--- src/rtl/cpu_alu_issue.sv ---
// Issue/retire wrapper around the combinational cpu_alu: decodes MIPS-style ops,
// registers them onto the ALU inputs and captures result/zero into a skid-free response stage.
module cpu_alu_issue #(
  parameter int DATA_W = 32,
  parameter int CNT_W  = 16
) (
  input  logic              clk,
  input  logic              reset,
  input  logic              req_valid,
  output logic              req_ready,
  input  logic [1:0]        req_aluop,
  input  logic [5:0]        req_funct,
  input  logic [DATA_W-1:0] req_a,
  input  logic [DATA_W-1:0] req_b,
  output logic [DATA_W-1:0] alu_input_1,
  output logic [DATA_W-1:0] alu_input_2,
  output logic [2:0]        alu_control,
  input  logic [DATA_W-1:0] alu_result,
  input  logic              alu_zero,
  output logic              rsp_valid,
  input  logic              rsp_ready,
  output logic [DATA_W-1:0] rsp_result,
  output logic              rsp_zero,
  output logic              rsp_illegal,
  output logic [CNT_W-1:0]  retired_cnt
);

  logic              s1_valid_q, s1_valid_d;
  logic              s1_illegal_q, s1_illegal_d;
  logic [DATA_W-1:0] in1_q, in1_d, in2_q, in2_d;
  logic [2:0]        ctrl_q, ctrl_d;
  logic              rsp_valid_q, rsp_valid_d;
  logic [DATA_W-1:0] rsp_result_q, rsp_result_d;
  logic              rsp_zero_q, rsp_zero_d;
  logic              rsp_illegal_q, rsp_illegal_d;
  logic [CNT_W-1:0]  cnt_q, cnt_d;

  logic [2:0] dec_ctrl;
  logic       dec_illegal;
  logic       s2_free, s1_adv, req_fire, rsp_fire;

  always_comb begin
    dec_ctrl    = 3'b010;
    dec_illegal = 1'b0;
    case (req_aluop)
      2'b00: dec_ctrl = 3'b010;
      2'b01: dec_ctrl = 3'b110;
      2'b10: begin
        case (req_funct)
          6'b100000: dec_ctrl = 3'b010;
          6'b100010: dec_ctrl = 3'b110;
          6'b100100: dec_ctrl = 3'b000;
          6'b100101: dec_ctrl = 3'b001;
          6'b101010: dec_ctrl = 3'b111;
          default:   dec_illegal = 1'b1;
        endcase
      end
      default: dec_illegal = 1'b1;
    endcase
  end

  assign s2_free   = !rsp_valid_q || rsp_ready;
  assign s1_adv    = s1_valid_q && s2_free;
  assign req_ready = !s1_valid_q || s2_free;
  assign req_fire  = req_valid && req_ready;
  assign rsp_fire  = rsp_valid_q && rsp_ready;

  always_comb begin
    s1_valid_d    = s1_valid_q;
    s1_illegal_d  = s1_illegal_q;
    in1_d         = in1_q;
    in2_d         = in2_q;
    ctrl_d        = ctrl_q;
    rsp_valid_d   = rsp_valid_q;
    rsp_result_d  = rsp_result_q;
    rsp_zero_d    = rsp_zero_q;
    rsp_illegal_d = rsp_illegal_q;
    cnt_d         = cnt_q;

    // S1: operands parked on the ALU inputs; they hold when S1 drains
    if (req_fire) begin
      s1_valid_d   = 1'b1;
      s1_illegal_d = dec_illegal;
      in1_d        = req_a;
      in2_d        = req_b;
      ctrl_d       = dec_ctrl;
    end else if (s1_adv) begin
      s1_valid_d = 1'b0;
    end

    // S2: capture the ALU output; illegal ops report a zeroed result and flag
    if (s1_adv) begin
      rsp_valid_d   = 1'b1;
      rsp_illegal_d = s1_illegal_q;
      rsp_result_d  = s1_illegal_q ? '0 : alu_result;
      rsp_zero_d    = s1_illegal_q ? 1'b0 : alu_zero;
    end else if (rsp_fire) begin
      rsp_valid_d = 1'b0;
    end

    if (rsp_fire) cnt_d = cnt_q + CNT_W'(1);
  end

  always_ff @(posedge clk or posedge reset) begin
    if (reset) begin
      s1_valid_q    <= 1'b0;
      s1_illegal_q  <= 1'b0;
      in1_q         <= '0;
      in2_q         <= '0;
      ctrl_q        <= '0;
      rsp_valid_q   <= 1'b0;
      rsp_result_q  <= '0;
      rsp_zero_q    <= 1'b0;
      rsp_illegal_q <= 1'b0;
      cnt_q         <= '0;
    end else begin
      s1_valid_q    <= s1_valid_d;
      s1_illegal_q  <= s1_illegal_d;
      in1_q         <= in1_d;
      in2_q         <= in2_d;
      ctrl_q        <= ctrl_d;
      rsp_valid_q   <= rsp_valid_d;
      rsp_result_q  <= rsp_result_d;
      rsp_zero_q    <= rsp_zero_d;
      rsp_illegal_q <= rsp_illegal_d;
      cnt_q         <= cnt_d;
    end
  end

  assign alu_input_1 = in1_q;
  assign alu_input_2 = in2_q;
  assign alu_control = ctrl_q;
  assign rsp_valid   = rsp_valid_q;
  assign rsp_result  = rsp_result_q;
  assign rsp_zero    = rsp_zero_q;
  assign rsp_illegal = rsp_illegal_q;
  assign retired_cnt = cnt_q;

endmodule

--- config.mk ---
export PLATFORM = sky130hd
export DESIGN_NAME = cpu_alu_issue
export DESIGN_NICKNAME = d
export VERILOG_FILES = /design/src/rtl/cpu_alu_issue.sv
export SDC_FILE = /design/constraint.sdc
export NUM_CORES = 1
export LEC_CHECK = 0
export ABC_AREA = 0
export CAP_MARGIN = 5
export CORE_ASPECT_RATIO = 0.9
export CORE_MARGIN = 2
export CORE_UTILIZATION = 31
export CTS_CLUSTER_SIZE = 20
export DETAILED_ROUTE_END_ITERATION = 8
export PLACE_DENSITY_LB_ADDON = 0.2
export SYNTH_ARGS = -nofsm -noshare
export SYNTH_HDL_FRONTEND = slang
export SYNTH_SLANG_ARGS = --single-unit
--- constraint.sdc ---
create_clock -name clk -period 5.21 [get_ports clk]
set_clock_uncertainty 0.1 [all_clocks]
set_input_delay 0.521 -clock clk [delete_from_list [all_inputs] [get_ports clk]]
set_output_delay 0.521 -clock clk [all_outputs]
set_load 0.005 [all_outputs]
Word-level counts from Yosys, hierarchy flattened. Cells that the tools add are included.

Register bits after elaboration: 120. Bits of input ports: 109. Output and inout bits: 119. Logic and storage cells: 40.

$add $sub $neg: 1. Equality and inequality tests: 7. Muxes and demuxes: 10. Reductions and logical operators: 12.

Operator list (number): $mux W32 (1); $eq A6 B6 Y1 const B (5); $add A16 B1 Y16 const B (1); $pmux W3 S4 (1); $mux W1 (6); $pmux W3 S2 (1); $reduce_or A5 Y1 (1); $reduce_bool A2 Y1 (2); $logic_and A1 B1 Y1 (3); $eq A2 B1 Y1 const B (1); $eq A2 B2 Y1 const B (1); $logic_not A1 Y1 (2); $logic_not A2 Y1 (1); $logic_or A1 B1 Y1 (2); $pmux W1 S2 (1); $reduce_or A2 Y1 (1).

Logic depth before layout (Yosys ltp).
Depth after elaboration: 5. Mapped depth: 6. Gate-level depth less buffers: 5.

Worst setup path after synthesis. No wires, ideal clock.

Path kind: input port to flip-flop. Start: input rsp_ready. End: register ctrl_q[1] (netlist: alu_control[1]). Setup time: 138 ps. Arrival: 1305 ps. Data required time: 4972 ps. Slack: 3667 ps. Stages: 6. Path buffers: 2. Path through: nand3b_2 > and2_1 > buf_6 > buf_6 > nor2_1 > a41oi_2.

Word-level cells in the longest chain between the ends: 3.

RTL lines: from (decl) (line 21) `input logic rsp_ready,`; $logic_or A1 B1 Y1 (line 62) `assign s2_free = !rsp_valid_q || rsp_ready;`; $logic_or A1 B1 Y1 (line 64) `assign req_ready = !s1_valid_q || s2_free;`; $logic_and A1 B1 Y1 (line 65) `assign req_fire = req_valid && req_ready;`; to (signal assigned) (line 121) `ctrl_q <= ctrl_d;`; to (decl) (line 31) `logic [2:0] ctrl_q, ctrl_d;`.

Every way passes these cells. A chain may end at the register's enable or synchronous reset.

Worst setup path after layout.
Start: input rsp_ready. End: output req_ready.

Word-level cells in the longest chain between the ends: 2.

RTL lines: $logic_or A1 B1 Y1 (line 62); $logic_or A1 B1 Y1 (line 64); to (decl) (line 10) `output logic req_ready,`.

Every way passes these cells.

==> summary.txt <==
CTS
  – Clk buf depth: 2
  – CTS Hold Bufs: 0
  – Clock-pin slew on the worst setup and hold paths: 0.05 ns
  – Clock Sinks: 120
  – Post-CTS sizing: 0
  – Htree depth: 4
  – CTS tree: built
  – Clk_lat worst skew: 0.41 ns
  – CTS buffer count: 17
  – # Post-CTS Setup Buffers: 0
  – CTS Root Cell: clkbuf_16

GRT
  – Largest net degree at the start of global routing: 80
  – Total grt overflow: 0
  – Vias in the first global route: 4268
  – Initial antenna violation count: 2
  – Gr usage total: 16.3%
  – First-pass GRT wire length: 21.2 mm

Layout
  – Layout area overhead: 61.8%
  – Post-layout util: 51.3%
  – Layout net count: 850
  – Filler cells: 1356
  – Layout cells sized above 1: 5.60%

Routing
  – Routed WL: 13.3 mm
  – First-pass DRT Iterations: 4
  – Initial DRC Count: 137
  – Avg WL per Cell: 14.0 um
  – DRC Markers: 0
  – DRT antenna net count: 0
  – Vias post-DR: 4191
  – Vias per cell: 4.39

Worst setup path
  – Reg2reg start: rsp_valid
  – WP buf/inv: 2
  – Family with the most delay on the worst path: buffers and inverters
  – Startpoint class of the critical path: input pin
  – Stages on worst setup path: 3
  – Crit path DAT: 1.80 ns
  – Critical path cell sequence: clkdlybuf4s50_1 -> nand3b_2 -> clkdlybuf4s50_1
  – Max incr delay on CP: 0.55 ns
  – Req. time, crit path: 4.59 ns
  – Crit. Startpoint: rsp_ready
  – Crit Path Category: in2out
  – R2R depth: 5
  – CP dominant cell by count: clkdlybuf4s50_1
  – CP max-delay cell: clkdlybuf4s50_1
  – Worst Setup EP: req_ready
  – RR Endpoint: alu_input_1[12]
  – Crit Path Max Fanout: 5
  – FF-to-FF setup slack: 3.17 ns
  – Crit path capture type: output port

Yosys
  – FF+latch count, synth: 120
  – Post-synthesis sequential area ratio: 61.3%
  – Netlist Area Pre-Place: 4900 um2
  – Synth area leader: dfrtp_1
  – Distinct cells, synth: 30
  – Yosys warnings: 0
  – Dominant cells by area after synthesis: dfrtp_1, nand2_1, nand2b_1
  – Top-area cell type share of the netlist area: 61.3%
  – Synthesized area per cell: 9.55 um2
  – Syn_nets: 626
  – Cells after synthesis: 513

Timing
  – RSZ-0062 raised after global routing: false
  – Slew headroom: 32.4%
  – Fin crit period: 2.42 ns
  – Slew Limit Fails: 0
  – Fin crit share: 46.4%
  – Worst slew pin tran: 1.01 ns
  – Setup TNS Final: 0 ns
  – Final Hold Viols: 0
  – Fmax: 414 MHz
  – Final setup fails: 0

Placement
  – PortBufs: 227
  – Final Wtd Congestion: 0.783
  – DP HPWL: 9.14 mm

Die
  – Starting density of the core: 31.7%
  – Top Ports: 228
  – FP Rows: 43
  – Die Y-Extent: 123 um
  – Horiz. Die Dim: 136 um
  – Core box area: 15400 um2
  – Die area: 16800 um2

Power
  – Peak supply drop: 0.203 mV
  – Static Leak: 3.58 nW
  – Power per cell area: 376 nW/um2

Hold path
  – Worst min path class: reg2reg

Run status
  – Outcome: finished, final reports clean

Job
  – Max Cap Violations: 0
[worst register-to-register path: stages (launching register included)]
cell,delay [ns]
dfrtp_1,0.44
nand3b_2,0.14
and2_2,0.65
buf_4,0.46
nand2_1,0.12
nand2_1,0.06
[per-stage QoR]
stage	hold WS [ns]	area [um2]	std cells	worst slack, ns	power, mW
floorplan	0.368	4900	513	1.40	1.39
global placement	0.359	7310	920	2.51	1.79
detailed placement	0.364	7310	920	2.47	1.80
CTS	0.374	7920	952	2.78	3.03
global route	0.396	7920	954	2.72	3.15
finish	0.374	7920	954	2.79	2.98
[final cells by class]
| cell class | instances | area [um2] | share of cell area [%] |
|---|---|---|---|
| inverter | 3 | 13.8 | 0.174 |
| sequential | 120 | 3000 | 37.9 |
| tap | 202 | 253 | 3.19 |
| multi-input combinational | 365 | 1740 | 22.0 |
| timing repair buffer | 230 | 2290 | 29.0 |
| clock inverter | 7 | 115 | 1.45 |
| clock buffer | 25 | 495 | 6.25 |
| antenna | 2 | 5.00 | 0.0632 |
[flip-flops by register name, summed over array words and instances (netlist names)]
register      cells
s1_valid_q        1
s1_illegal_q      1
retired_cnt      16
rsp_zero          1
rsp_valid         1
alu_control       3
rsp_result       32
rsp_illegal       1
alu_input_2      32
alu_input_1      32
[layer usage]
metal	wire length, um	global-route usage, %	up-vias	share of wire (%)
li1	-	-	2071	-
met1	5500	19.6	1940	41
met2	6210	25.3	167	47
met3	1440	8.41	13	11
met4	178	5.34	0	1.3
met5	0	0	-	0
[cells in the mapped netlist]
cell type / count
nand3b_2: 1
buf_2: 10
and2_1: 2
nor3b_1: 2
o21ai_1: 6
a41oi_2: 1
nand3_1: 8
dfrtp_1: 120
and4_4: 2
xnor2_1: 13
a31oi_1: 1
and3_4: 1
o21ai_0: 29
inv_1: 3
mux2_2: 2
ha_1: 4
nor3_1: 1
a21oi_1: 2
mux2i_1: 1
xor2_1: 2
nand4_1: 6
buf_4: 5
clkbuf_1: 7
nor2_1: 5
nor2b_1: 1
nand2_1: 236
and4_1: 1
a22oi_1: 1
nand2b_1: 37
buf_6: 3
[layout by cell type, fill, tap and decap left out, types with 5 or more instances in the layout]
master,n
nand2_1,234
clkdlybuf4s50_1,227
dfrtp_1,120
nand2b_1,37
o21ai_0,29
clkbuf_16,17
xnor2_1,13
nand3_1,8
o21ai_1,6
nand4_1,6
nor2_1,5
[kinds of logic (layout without fill, tap and decap cells)]
kind of cell,count (synthesis),in the layout,share of synthesized area [%]
compound gates,40,40,4.39
xor+xnor,15,15,2.68
fa+ha+maj,4,4,1.02
buf+inv,28,265,3.24
flops,120,120,61.3
mux,3,3,0.664
other cells,0,2,0
simple gates,303,303,26.7
[power breakdown]
part | switching, mW | internal (mW)
Combinational | 0.222 | 0.379
Clock | 0.406 | 0.802
Sequential | 0.105 | 1.07
[worst min path at each step]
stage,start,endpoint,depth (start not counted)
detailed placement,alu_input_2[23],alu_input_2[23],2
floorplan,alu_input_1[0],alu_input_1[0],2
global placement,alu_input_1[24],alu_input_1[24],2
finish,alu_input_2[23],alu_input_2[23],2
CTS,retired_cnt[15],retired_cnt[15],1
global route,retired_cnt[15],retired_cnt[15],1
Note: power is estimated with default switching activity, not from simulation.
